[src/rtl/mag_cmp_pkg.sv]
// Shared encodings and default sizes for the magnitude-comparison tracker.
// The outcome codes double as indices into the per-outcome counter array.
package mag_cmp_pkg;

    localparam int DEF_WIDTH = 2;
    localparam int DEF_CNT_W = 8;

    localparam logic [1:0] CMP_GT = 2'd0;
    localparam logic [1:0] CMP_EQ = 2'd1;
    localparam logic [1:0] CMP_LT = 2'd2;

    typedef enum logic {
        ST_EMPTY = 1'b0,
        ST_FULL  = 1'b1
    } ostate_e;

    function automatic logic [1:0] cmp_encode(input logic gt, input logic eq, input logic lt);
        logic [1:0] code;
        case ({gt, eq, lt})
            3'b100:  code = CMP_GT;
            3'b010:  code = CMP_EQ;
            default: code = CMP_LT;
        endcase
        return code;
    endfunction

endpackage

[src/rtl/mag_cmp_tracker_cmp_core.sv]
// Purely combinational unsigned magnitude comparator.
// Exactly one of gt/eq/lt is high for any pair of operands.
module cmp_core #(
    parameter int WIDTH = 2
) (
    input  logic [WIDTH-1:0] a,
    input  logic [WIDTH-1:0] b,
    output logic             gt,
    output logic             eq,
    output logic             lt
);

    assign gt = (a > b);
    assign eq = (a == b);
    assign lt = (a < b);

endmodule

[src/rtl/mag_cmp_tracker.sv]
// Result collector behind a magnitude comparator: one-deep registered output
// stage with valid/ready handshake, saturating outcome counters and running extremes.
module mag_cmp_tracker
    import mag_cmp_pkg::*;
#(
    parameter int WIDTH = DEF_WIDTH,
    parameter int CNT_W = DEF_CNT_W
) (
    input  logic             clk,
    input  logic             rst,
    input  logic             clear,
    input  logic             in_valid,
    output logic             in_ready,
    input  logic [WIDTH-1:0] in_a,
    input  logic [WIDTH-1:0] in_b,
    output logic             out_valid,
    input  logic             out_ready,
    output logic             out_gt,
    output logic             out_eq,
    output logic             out_lt,
    output logic [WIDTH-1:0] out_max,
    output logic [WIDTH-1:0] out_min,
    output logic [WIDTH-1:0] run_max,
    output logic [WIDTH-1:0] run_min,
    output logic [CNT_W-1:0] cnt_gt,
    output logic [CNT_W-1:0] cnt_eq,
    output logic [CNT_W-1:0] cnt_lt
);

    logic             cmp_gt, cmp_eq, cmp_lt;
    logic [1:0]       res_code;
    logic [WIDTH-1:0] pair_max, pair_min;
    logic             accept;

    ostate_e          state_q, state_d;
    logic             gt_q, eq_q, lt_q, gt_d, eq_d, lt_d;
    logic [WIDTH-1:0] max_q, max_d, min_q, min_d;
    logic [WIDTH-1:0] run_max_q, run_max_d, run_min_q, run_min_d;
    logic [CNT_W-1:0] cnt_arr [3];

    cmp_core #(.WIDTH(WIDTH)) u_cmp (
        .a  (in_a),
        .b  (in_b),
        .gt (cmp_gt),
        .eq (cmp_eq),
        .lt (cmp_lt)
    );

    assign res_code = cmp_encode(cmp_gt, cmp_eq, cmp_lt);
    assign pair_max = cmp_gt ? in_a : in_b;
    assign pair_min = cmp_gt ? in_b : in_a;
    assign accept   = in_valid && in_ready;

    // Output-stage FSM: state register
    always_ff @(posedge clk or posedge rst) begin
        if (rst) state_q <= ST_EMPTY;
        else     state_q <= state_d;
    end

    // Output-stage FSM: next state (clear wins over everything)
    always_comb begin
        state_d = state_q;
        if (clear)
            state_d = ST_EMPTY;
        else if (accept)
            state_d = ST_FULL;
        else if (state_q == ST_FULL && out_ready)
            state_d = ST_EMPTY;
    end

    // Output-stage FSM: outputs; flags are masked while nothing is held
    always_comb begin
        out_valid = (state_q == ST_FULL);
        in_ready  = !clear && ((state_q == ST_EMPTY) || out_ready);
        out_gt    = out_valid && gt_q;
        out_eq    = out_valid && eq_q;
        out_lt    = out_valid && lt_q;
    end

    always_comb begin
        gt_d      = gt_q;
        eq_d      = eq_q;
        lt_d      = lt_q;
        max_d     = max_q;
        min_d     = min_q;
        run_max_d = run_max_q;
        run_min_d = run_min_q;
        if (clear) begin
            run_max_d = '0;
            run_min_d = '1;
        end else if (accept) begin
            gt_d      = cmp_gt;
            eq_d      = cmp_eq;
            lt_d      = cmp_lt;
            max_d     = pair_max;
            min_d     = pair_min;
            run_max_d = (pair_max > run_max_q) ? pair_max : run_max_q;
            run_min_d = (pair_min < run_min_q) ? pair_min : run_min_q;
        end
    end

    always_ff @(posedge clk or posedge rst) begin
        if (rst) begin
            gt_q      <= 1'b0;
            eq_q      <= 1'b0;
            lt_q      <= 1'b0;
            max_q     <= '0;
            min_q     <= '0;
            run_max_q <= '0;
            run_min_q <= '1;
        end else begin
            gt_q      <= gt_d;
            eq_q      <= eq_d;
            lt_q      <= lt_d;
            max_q     <= max_d;
            min_q     <= min_d;
            run_max_q <= run_max_d;
            run_min_q <= run_min_d;
        end
    end

    // One saturating counter per outcome, indexed by the outcome code
    for (genvar gi = 0; gi < 3; gi++) begin : g_cnt
        logic [CNT_W-1:0] c_q, c_d;

        always_comb begin
            c_d = c_q;
            if (clear)
                c_d = '0;
            else if (accept && res_code == 2'(gi) && c_q != {CNT_W{1'b1}})
                c_d = c_q + CNT_W'(1);
        end

        always_ff @(posedge clk or posedge rst) begin
            if (rst) c_q <= '0;
            else     c_q <= c_d;
        end

        assign cnt_arr[gi] = c_q;
    end

    assign out_max = max_q;
    assign out_min = min_q;
    assign run_max = run_max_q;
    assign run_min = run_min_q;
    assign cnt_gt  = cnt_arr[CMP_GT];
    assign cnt_eq  = cnt_arr[CMP_EQ];
    assign cnt_lt  = cnt_arr[CMP_LT];

endmodule

[config.mk]
export PLATFORM = sky130hd
export DESIGN_NAME = mag_cmp_tracker
export DESIGN_NICKNAME = d
export VERILOG_FILES = /design/src/rtl/mag_cmp_pkg.sv /design/src/rtl/mag_cmp_tracker_cmp_core.sv /design/src/rtl/mag_cmp_tracker.sv
export SDC_FILE = /design/constraint.sdc
export NUM_CORES = 1
export LEC_CHECK = 0
export ABC_AREA = 1
export BUFFER_PORTS_ARGS = -buffer_cell sky130_fd_sc_hd__buf_2
export CORE_MARGIN = 1.5
export CORE_UTILIZATION = 49
export DETAILED_ROUTE_END_ITERATION = 8
export PLACE_DENSITY = 0.73
export SLEW_MARGIN = 20
export SYNTH_ARGS = -nofsm -noshare
export SYNTH_HDL_FRONTEND = slang
export SYNTH_SLANG_ARGS = --single-unit
[constraint.sdc]
create_clock -name clk -period 1.26 [get_ports clk]
set_input_delay 0.063 -clock clk [delete_from_list [all_inputs] [get_ports clk]]
set_output_delay 0.063 -clock clk [all_outputs]
set_load 0.05 [all_outputs]
==> out/metrics.yaml, run 1 <==
status:
  status: "finished, violations left"
  violated_checks: "setup timing"
routing:
  detailed_route_vias_per_instance: 5.08
  post_drt_antenna_nets: 0
  drt_pass1_iterations: 4
  num_vias: 2115
  route.detailed.wl_per_inst_um: 13.2
  drt_first_iter_violations: 167
  drcViolationCount: 0
  route.final.wire_length_um: 5500
placed_design:
  number_of_port_buffers: 45
  pre_cts_slack_ns: -0.548
  dpl.hpwl_um: 3560
  gpl.final_weighted_congestion: 0.856
  placedInstanceArea_sq_um: 2880
  numPlacedInstances: 391
power:
  p_leak_nw: 1.66
  power.switching_mw: 1.06
  clock_share_of_power_pct: 28.0
  worst_ir_drop_vdd_mv: 0.519
  power_switching_share_pct: 33.7
  power-per-cell-area_nw_per_um2: 945
  power.combinational.fraction_pct: 30.4
  cell_internal_pwr_mw: 2.08
  sequentialPowerShare_pct: 41.6
cells_and_area:
  synthToLayoutAreaGrowth_pct: 54.5
  finish.net_count: 385
  layout.cell_area.non_filler_sq_um: 3310
  final_layout_size_suffix_gt1_share_pct: 53.8
  instances_no_fill: 416
  antennaDiodeCount: 0
  finish.utilization_pct: 80.5
logic_synthesis:
  synth_enable_flop_cells: 0
  syn_area_per_cell_sq_um: 8.22
  ys.warnings.count: 0
  synth_common_cells: "65 x sky130_fd_sc_hd__nand2_1, 34 x sky130_fd_sc_hd__dfrtp_1, 32 x sky130_fd_sc_hd__inv_1"
  synth.lib_cells_used.distinct: 32
  synth.top_cells.by_area: "sky130_fd_sc_hd__dfrtp_1 40%, sky130_fd_sc_hd__nand2_1 11%, sky130_fd_sc_hd__ha_1 5.8%"
  postSynthCellCount: 261
  yosys.area.top_type: "sky130_fd_sc_hd__dfrtp_1"
  synth_seq_cells: 36
  async_reset_ff_share_pct: 100
  ys_seq_area_share_pct: 42.1
  fraction_of_post_synthesis_cell_area_in_the_top_cell_type_by_area_pct: 39.7
  synthFlopType: "sky130_fd_sc_hd__dfrtp_1"
  mappedNetlistArea_sq_um: 2150
  most_numerous_cell_in_the_yosys_netlist: "sky130_fd_sc_hd__nand2_1"
  syn_nets: 280
critical_path:
  end_kind: "flip-flop"
  cpLargestDelayFamily: "compound AO/OA/AOI/OAI gates"
  cp_max_fo: 3
  critPathLaunchType: "primary input"
  cp.buffers_inverters: 3
  critical_path_class: "primary input to flip-flop"
  data_required_time_at_the_worst_endpoint_ns: 1.43
  cp_cell_sequence: "buf_12, inv_12, ha_4, o21ai_4, nand2_4, nand2_2, o21ai_4, inv_2, ha_4, nor2_1, o211ai_1, nand2_1, nand3_1, nand2_1"
  critPathMaxStageDelay_ns: 0.29
  slowest_stage: "sky130_fd_sc_hd__o211ai_1"
  critical_path_arrival_ns: 1.60
sta:
  worstMarginPinSlew_ns: 0.331
  setup_slack_ns: -0.173
  setup_tns_ns: -1.42
  slew-limit-headroom_pct: 77.9
  final-max-slew-violation-count: 0
  final-setup-viol-count: 25
  max_freq_mhz: 698
  rsz0062_at_grt: "yes"
  fin_skew_ns: 0.00568
  timing.final.hold_violations: 0
  timing.final.crit_period_ns: 1.43
  min_period_over_period_pct: 114
global_route:
  overflow: 0
  met1_track_usage_gr_pct: 29.7
  grt.met2_usage_pct: 37.9
  grt_max_degree: 37
  grt_antenna_before_repair: 0
  grt.busiest_layer: "met2"
  groute.usage.overall_pct: 22.3
  first_pass_grt_wire_length_um: 8880
  first_global_vias: 2023
  gr-usage-met3_pct: 3.49
clock_tree:
  numCtsBuffers: 5
  clk_root_buffer_cell: "sky130_fd_sc_hd__clkbuf_8"
  numClockSinks: 36
  h_tree_depth_reported_by_cts: 2
  clk_transition_reported_paths_ns: 0.07
  tritoncts: "done"
  clock_path_buffers: 2
  insertion_delay_ns: 0.28
floorplan:
  design.core.area_sq_um: 4120
  initial_core_utilization_pct: 52.1
  die-area_sq_um: 4790
  num_rows: 23
  boundaryPins: 46
  die_w_um: 69.2
  die_h_um: 69.2
job:
  drv_cap: 0
min_path:
  min-delay-path-class: "primary input to flip-flop"
-- cell usage in the layout, fill, tap and decap left out, types with 4 or more instances in the layout --
master,synthesis,routed
sky130_fd_sc_hd__nand2_4,3,9
sky130_fd_sc_hd__o21ai_0,16,9
sky130_fd_sc_hd__nand4_1,4,4
sky130_fd_sc_hd__o21ai_1,5,11
sky130_fd_sc_hd__ha_4,0,7
sky130_fd_sc_hd__buf_4,0,46
sky130_fd_sc_hd__inv_2,0,10
sky130_fd_sc_hd__nand2_2,1,11
sky130_fd_sc_hd__clkbuf_8,0,7
sky130_fd_sc_hd__buf_6,1,10
sky130_fd_sc_hd__nor2_4,3,6
sky130_fd_sc_hd__dfrtp_2,0,22
sky130_fd_sc_hd__xnor2_1,4,4
sky130_fd_sc_hd__dfrtp_1,34,12
sky130_fd_sc_hd__buf_2,0,41
sky130_fd_sc_hd__nor2_1,19,15
sky130_fd_sc_hd__nand2_1,65,49
sky130_fd_sc_hd__nand3_1,25,23
sky130_fd_sc_hd__inv_1,32,19
sky130_fd_sc_hd__xor2_1,10,10
-- final timing paths --
check	start	cells after the start	slack (ns)	endpoint
hold reg to reg	out_max[1]	2	0.48	out_max[1]
setup reg to reg	run_max[1]	8	-0.17	run_max[0]
setup / recovery	in_a[1]	14	-0.17	run_max[0]
max in group asynchronous	rst	4	0.64	run_min[0]
hold / removal	in_valid	3	0.09	out_valid
min in group asynchronous	rst	4	0.37	cnt_eq[3]
-- final cells by class --
| class | count | area, sq um |
|---|---|---|
| Timing Repair Buffer | 102 | 736 |
| Tap cell | 50 | 62.6 |
| Fill cell | 262 | 801 |
| Multi-Input combinational cell | 188 | 1340 |
| Inverter | 33 | 149 |
| Sequential cell | 36 | 931 |
| Clock buffer | 7 | 96.3 |
-- cells by family after synthesis --
family / synth area share, %
simple gates: 29.4
buf+inv: 7.35
flops: 42.1
compound gates: 9.56
xor+xnor: 5.71
fa+ha+maj: 5.83
-- state kept, by name, summed over array words and instances, names as in the netlist --
register	cells
cnt_eq	8
cnt_gt	8
cnt_lt	8
out_max	2
out_min	2
run_max	2
run_min	2
eq_q	1
gt_q	1
lt_q	1
out_valid	1
-- metrics by stage --
stage	power, mW	hold slack (ns)
2_1_floorplan	1.87	0.193
3_3_place_gp	2.11	0.128
3_5_place_dp	2.13	0.130
4_1_cts	3.07	0.0644
5_1_grt	3.28	0.0925
6_report	3.13	0.0853
-- worst min-delay path, delay by kind of cell --
kind / cells / cell delay, ns
and+or+nand+nor: 2 / 0.13
buffers and inverters: 1 / 0.13
-- metal layers --
layer | routed length [um] | part of all wire, %
met5 | 0 | 0
met4 | 76 | 1.4
met3 | 189 | 3.4
met2 | 2810 | 51
met1 | 2420 | 44
-- power groups by stage --
| stage | sequential (mW) | clock (mW) | combinational, mW |
|---|---|---|---|
| 2_1_floorplan | 1.54 | 0 | 0.334 |
| 3_3_place_gp | 1.32 | 0 | 0.791 |
| 3_5_place_dp | 1.32 | 0 | 0.806 |
| 4_1_cts | 1.30 | 0.899 | 0.865 |
| 5_1_grt | 1.31 | 0.941 | 1.03 |
| 6_report | 1.30 | 0.876 | 0.952 |
-- repair_timing --
item	in CTS	in global routing
cloned	1	0
setup buffers	7	10
pin swaps	14	27
endpoints found under the hold margin	34	0
endpoints found under the setup margin	19	35
resized for setup	17	37
hold buffers	1	0
Note: power is estimated with default switching activity, not from simulation.
==> run 2: changes to the inputs <==
--- a/config.mk
+++ b/config.mk
@@ -8,9 +8,9 @@
 export ABC_AREA = 1
 export BUFFER_PORTS_ARGS = -buffer_cell sky130_fd_sc_hd__buf_2
 export CORE_MARGIN = 1.5
-export CORE_UTILIZATION = 49
+export CORE_UTILIZATION = 30
 export DETAILED_ROUTE_END_ITERATION = 8
-export PLACE_DENSITY = 0.73
+export PLACE_DENSITY = 0.48
 export SLEW_MARGIN = 20
 export SYNTH_ARGS = -nofsm -noshare
 export SYNTH_HDL_FRONTEND = slang
==> run 2 against run 1 <==
  * The flow still finishes with violations (setup timing)
  * First-iteration DRC count decreased by 62%
  * Largest cell class unchanged
  * Critical path type is now flip-flop to flip-flop
  * Clock power decreased by 3.3%
  * Global-route usage down 6.5 points
  * Final area grew 1.9%
==> out/metrics.yaml, run 2 (synthesis gave the netlist of run 1 again) <==
status:
  violated_checks: "setup timing"  # unchanged
  status: "finished, violations left"  # unchanged
critical_path:
  end_kind: "flip-flop"  # unchanged
  worst-r2r-setup-slack_ns: -0.11  # was -0.17 ns
  critical_path_class: "flip-flop to flip-flop"  # was primary input to flip-flop
  cp.buffers_inverters: 0  # was 3
  timing.rr.start: "cnt_eq[0]"  # was run_max[1]
  cp_max_fo: 7  # was 3
  cpLargestDelayFamily: "flip-flops"  # was compound AO/OA/AOI/OAI gates
  data_required_time_at_the_worst_endpoint_ns: 1.48  # was 1.43 ns
  cp_cell_sequence: "ha_4, nand2_4, nor2_4, nand3_4, a21oi_4, nand2_1, o21ai_1"  # was buf_12, inv_12, ha_4, o21ai_4, nand2_4, nand2_2, o21ai_4, inv_2, ha_4, nor2_1, o211ai_1, nand2_1, nand3_1, nand2_1
  worst_r2r_path_depth: 7  # was 8
  critPathMaxStageDelay_ns: 0.41  # was 0.29 ns
  timing.critical_path.depth: 7  # was 14
  critPathLaunchType: "flip-flop"  # was primary input
  rr_endpoint: "cnt_eq[2]"  # was run_max[0]
  slowest_stage: "sky130_fd_sc_hd__dfrtp_2"  # was sky130_fd_sc_hd__o211ai_1
  critical_path_arrival_ns: 1.59  # was 1.60 ns
routing:
  drt_first_iter_violations: 64  # was 167
  drt_pass1_iterations: 4  # unchanged
  route.final.wire_length_um: 5540  # was 5500 um
  detailed_route_vias_per_instance: 4.45  # was 5.08
  route.detailed.wl_per_inst_um: 11.9  # was 13.2 um
  num_vias: 2075  # was 2115
  post_drt_antenna_nets: 0  # unchanged
  drcViolationCount: 0  # unchanged
floorplan:
  boundaryPins: 46  # unchanged
  die-area_sq_um: 7670  # was 4790 sq um
  initial_core_utilization_pct: 31.2  # was 52.1%
  die_w_um: 87.6  # was 69.2 um
  num_rows: 30  # was 23
  die_h_um: 87.6  # was 69.2 um
  design.core.area_sq_um: 6870  # was 4120 sq um
sta:
  rsz0062_at_grt: "yes"  # unchanged
  slew-limit-headroom_pct: 78.0  # was 77.9%
  timing.final.crit_period_ns: 1.37  # was 1.43 ns
  worstMarginPinSlew_ns: 0.331  # about the same
  timing.final.hold_violations: 0  # unchanged
  final-max-slew-violation-count: 0  # unchanged
  max_freq_mhz: 729  # was 698 MHz
  fin_skew_ns: 0.0159  # was 0.00568 ns
  setup_tns_ns: -1.21  # was -1.42 ns
  setup_slack_ns: -0.112  # was -0.173 ns
  min_period_over_period_pct: 109  # was 114%
  final-setup-viol-count: 19  # was 25
cells_and_area:
  mostFrequentLayoutCells: "51 x sky130_fd_sc_hd__buf_4, 47 x sky130_fd_sc_hd__nand2_1, 42 x sky130_fd_sc_hd__buf_2"  # was 49 x sky130_fd_sc_hd__nand2_1, 46 x sky130_fd_sc_hd__buf_4, 41 x sky130_fd_sc_hd__buf_2
  antennaDiodeCount: 0  # unchanged
  finish.utilization_pct: 49.2  # was 80.5%
  instances_no_fill: 466  # was 416
  synthToLayoutAreaGrowth_pct: 57.4  # was 54.5%
  final-seq-area_sq_um: 931  # unchanged
  combined_area_of_the_multi_input_logic_cells_sq_um: 1340  # about the same
  mostFrequentLayoutCell: "sky130_fd_sc_hd__buf_4"  # was sky130_fd_sc_hd__nand2_1
  final_layout_size_suffix_gt1_share_pct: 55.4  # was 53.8%
  finish.net_count: 388  # was 385
  fillers: 687  # was 262
power:
  total_power_mw: 3.08  # was 3.13 mW
  worst_ir_drop_vdd_mv: 0.353  # was 0.519 mV
  p_leak_nw: 1.67  # was 1.66 nW
  power-per-cell-area_nw_per_um2: 911  # was 945 nW/um^2
global_route:
  groute.usage.overall_pct: 15.8  # was 22.3%
  met1_track_usage_gr_pct: 22.3  # was 29.7%
  overflow: 0  # unchanged
  first_global_vias: 2042  # was 2023
  gr-usage-met3_pct: 3.02  # was 3.49%
  grt_antenna_before_repair: 0  # unchanged
  grt.met2_usage_pct: 25.0  # was 37.9%
  grt_max_degree: 37  # unchanged
  grt.busiest_layer: "met2"  # unchanged
  first_pass_grt_wire_length_um: 9620  # was 8880 um
placed_design:
  number_of_port_buffers: 45  # unchanged
  numPlacedInstances: 440  # was 391
  gpl.final_weighted_congestion: 0.811  # was 0.856
  pre_cts_slack_ns: -0.537  # was -0.548 ns
  dpl.hpwl_um: 3910  # was 3560 um
clock_tree:
  h_tree_depth_reported_by_cts: 2  # unchanged
  clock_path_buffers: 2  # unchanged
  insertion_delay_ns: 0.29  # was 0.28 ns
  numCtsBuffers: 5  # unchanged
  clk_root_buffer_cell: "sky130_fd_sc_hd__clkbuf_8"  # unchanged
  tritoncts: "done"  # unchanged
  numClockSinks: 36  # unchanged
  clk_transition_reported_paths_ns: 0.09  # was 0.07 ns
min_path:
  hold-path-cell-count: 3  # unchanged
  min-delay-path-class: "primary input to flip-flop"  # unchanged
  end_point_of_the_worst_hold_path: "out_valid"  # unchanged
  holdCritStartpoint: "in_valid"  # unchanged
job:
  drv_cap: 0  # unchanged
## run 2: cell types whose count changed in the layout (fill, tap and decap cells not counted), moves of 3 or more
| cell | before | now |
|---|---|---|
| sky130_fd_sc_hd__nand2_2 | 11 | 15 |
| sky130_fd_sc_hd__o21ai_2 | 1 | 4 |
| sky130_fd_sc_hd__o31ai_2 | 1 | 4 |
| sky130_fd_sc_hd__buf_4 | 46 | 51 |
| sky130_fd_sc_hd__o31ai_1 | 3 | 0 |
| sky130_fd_sc_hd__o21ai_0 | 9 | 5 |
## run 2: metrics by stage
step | area [sq um] | hold WS, ns
detailed placement | 2960 | 0.143
floorplan | 2310 | 0.193
finish | 3380 | 0.0452
global placement | 2960 | 0.133
CTS | 3240 | 0.0316
global route | 3380 | 0.0556
## run 2: worst max-delay path by stage
| stage | start | endpoint | slack, ns |
|---|---|---|---|
| floorplan | in_a[1] | run_max[0] | -0.30 |
| global placement | in_a[1] | run_max[0] | -0.49 |
| detailed placement | in_a[1] | run_max[0] | -0.54 |
| CTS | in_b[1] | run_max[0] | -0.11 |
| global route | in_b[1] | run_max[0] | -0.24 |
| finish | cnt_eq[0] | cnt_eq[2] | -0.11 |
## run 2: power by group
group          total, mW  switching [mW]  internal (mW)  leakage, nW
Combinational      0.918           0.586          0.332         1.17
Sequential          1.31          0.0688           1.24        0.445
Clock              0.847           0.461          0.386       0.0479
Total               3.08            1.12           1.96         1.67
## run 2: timing repair
action | in CTS | in global routing
hold buffers | 1 | 0
hold endpoints to repair | 34 | 0
gates resized for setup | 27 | 30
setup endpoints to repair | 22 | 33
buffers inserted | 11 | 7
cloned | 1 | 0
pin swaps | 23 | 23
## run 2: area by class of cell
class | count | area share, %
clock buffer | 5 | 2.04
clock inverter | 3 | 0.556
inverter | 33 | 4.41
multi-input combinational | 188 | 39.7
sequential | 36 | 27.6
tap | 96 | 3.56
timing repair buffer | 105 | 22.2
## run 2: layer usage
metal  share of wire, %  vias up
met5                  0        -
met4               0.98        0
met3                4.2        5
met2                 46       39
met1                 49      965
li1                   -     1066
## run 2: tightest hold or removal path, stage by stage
cell                     delay, ns
sky130_fd_sc_hd__buf_2        0.12
sky130_fd_sc_hd__nor2_1       0.05
sky130_fd_sc_hd__nor2_1       0.07
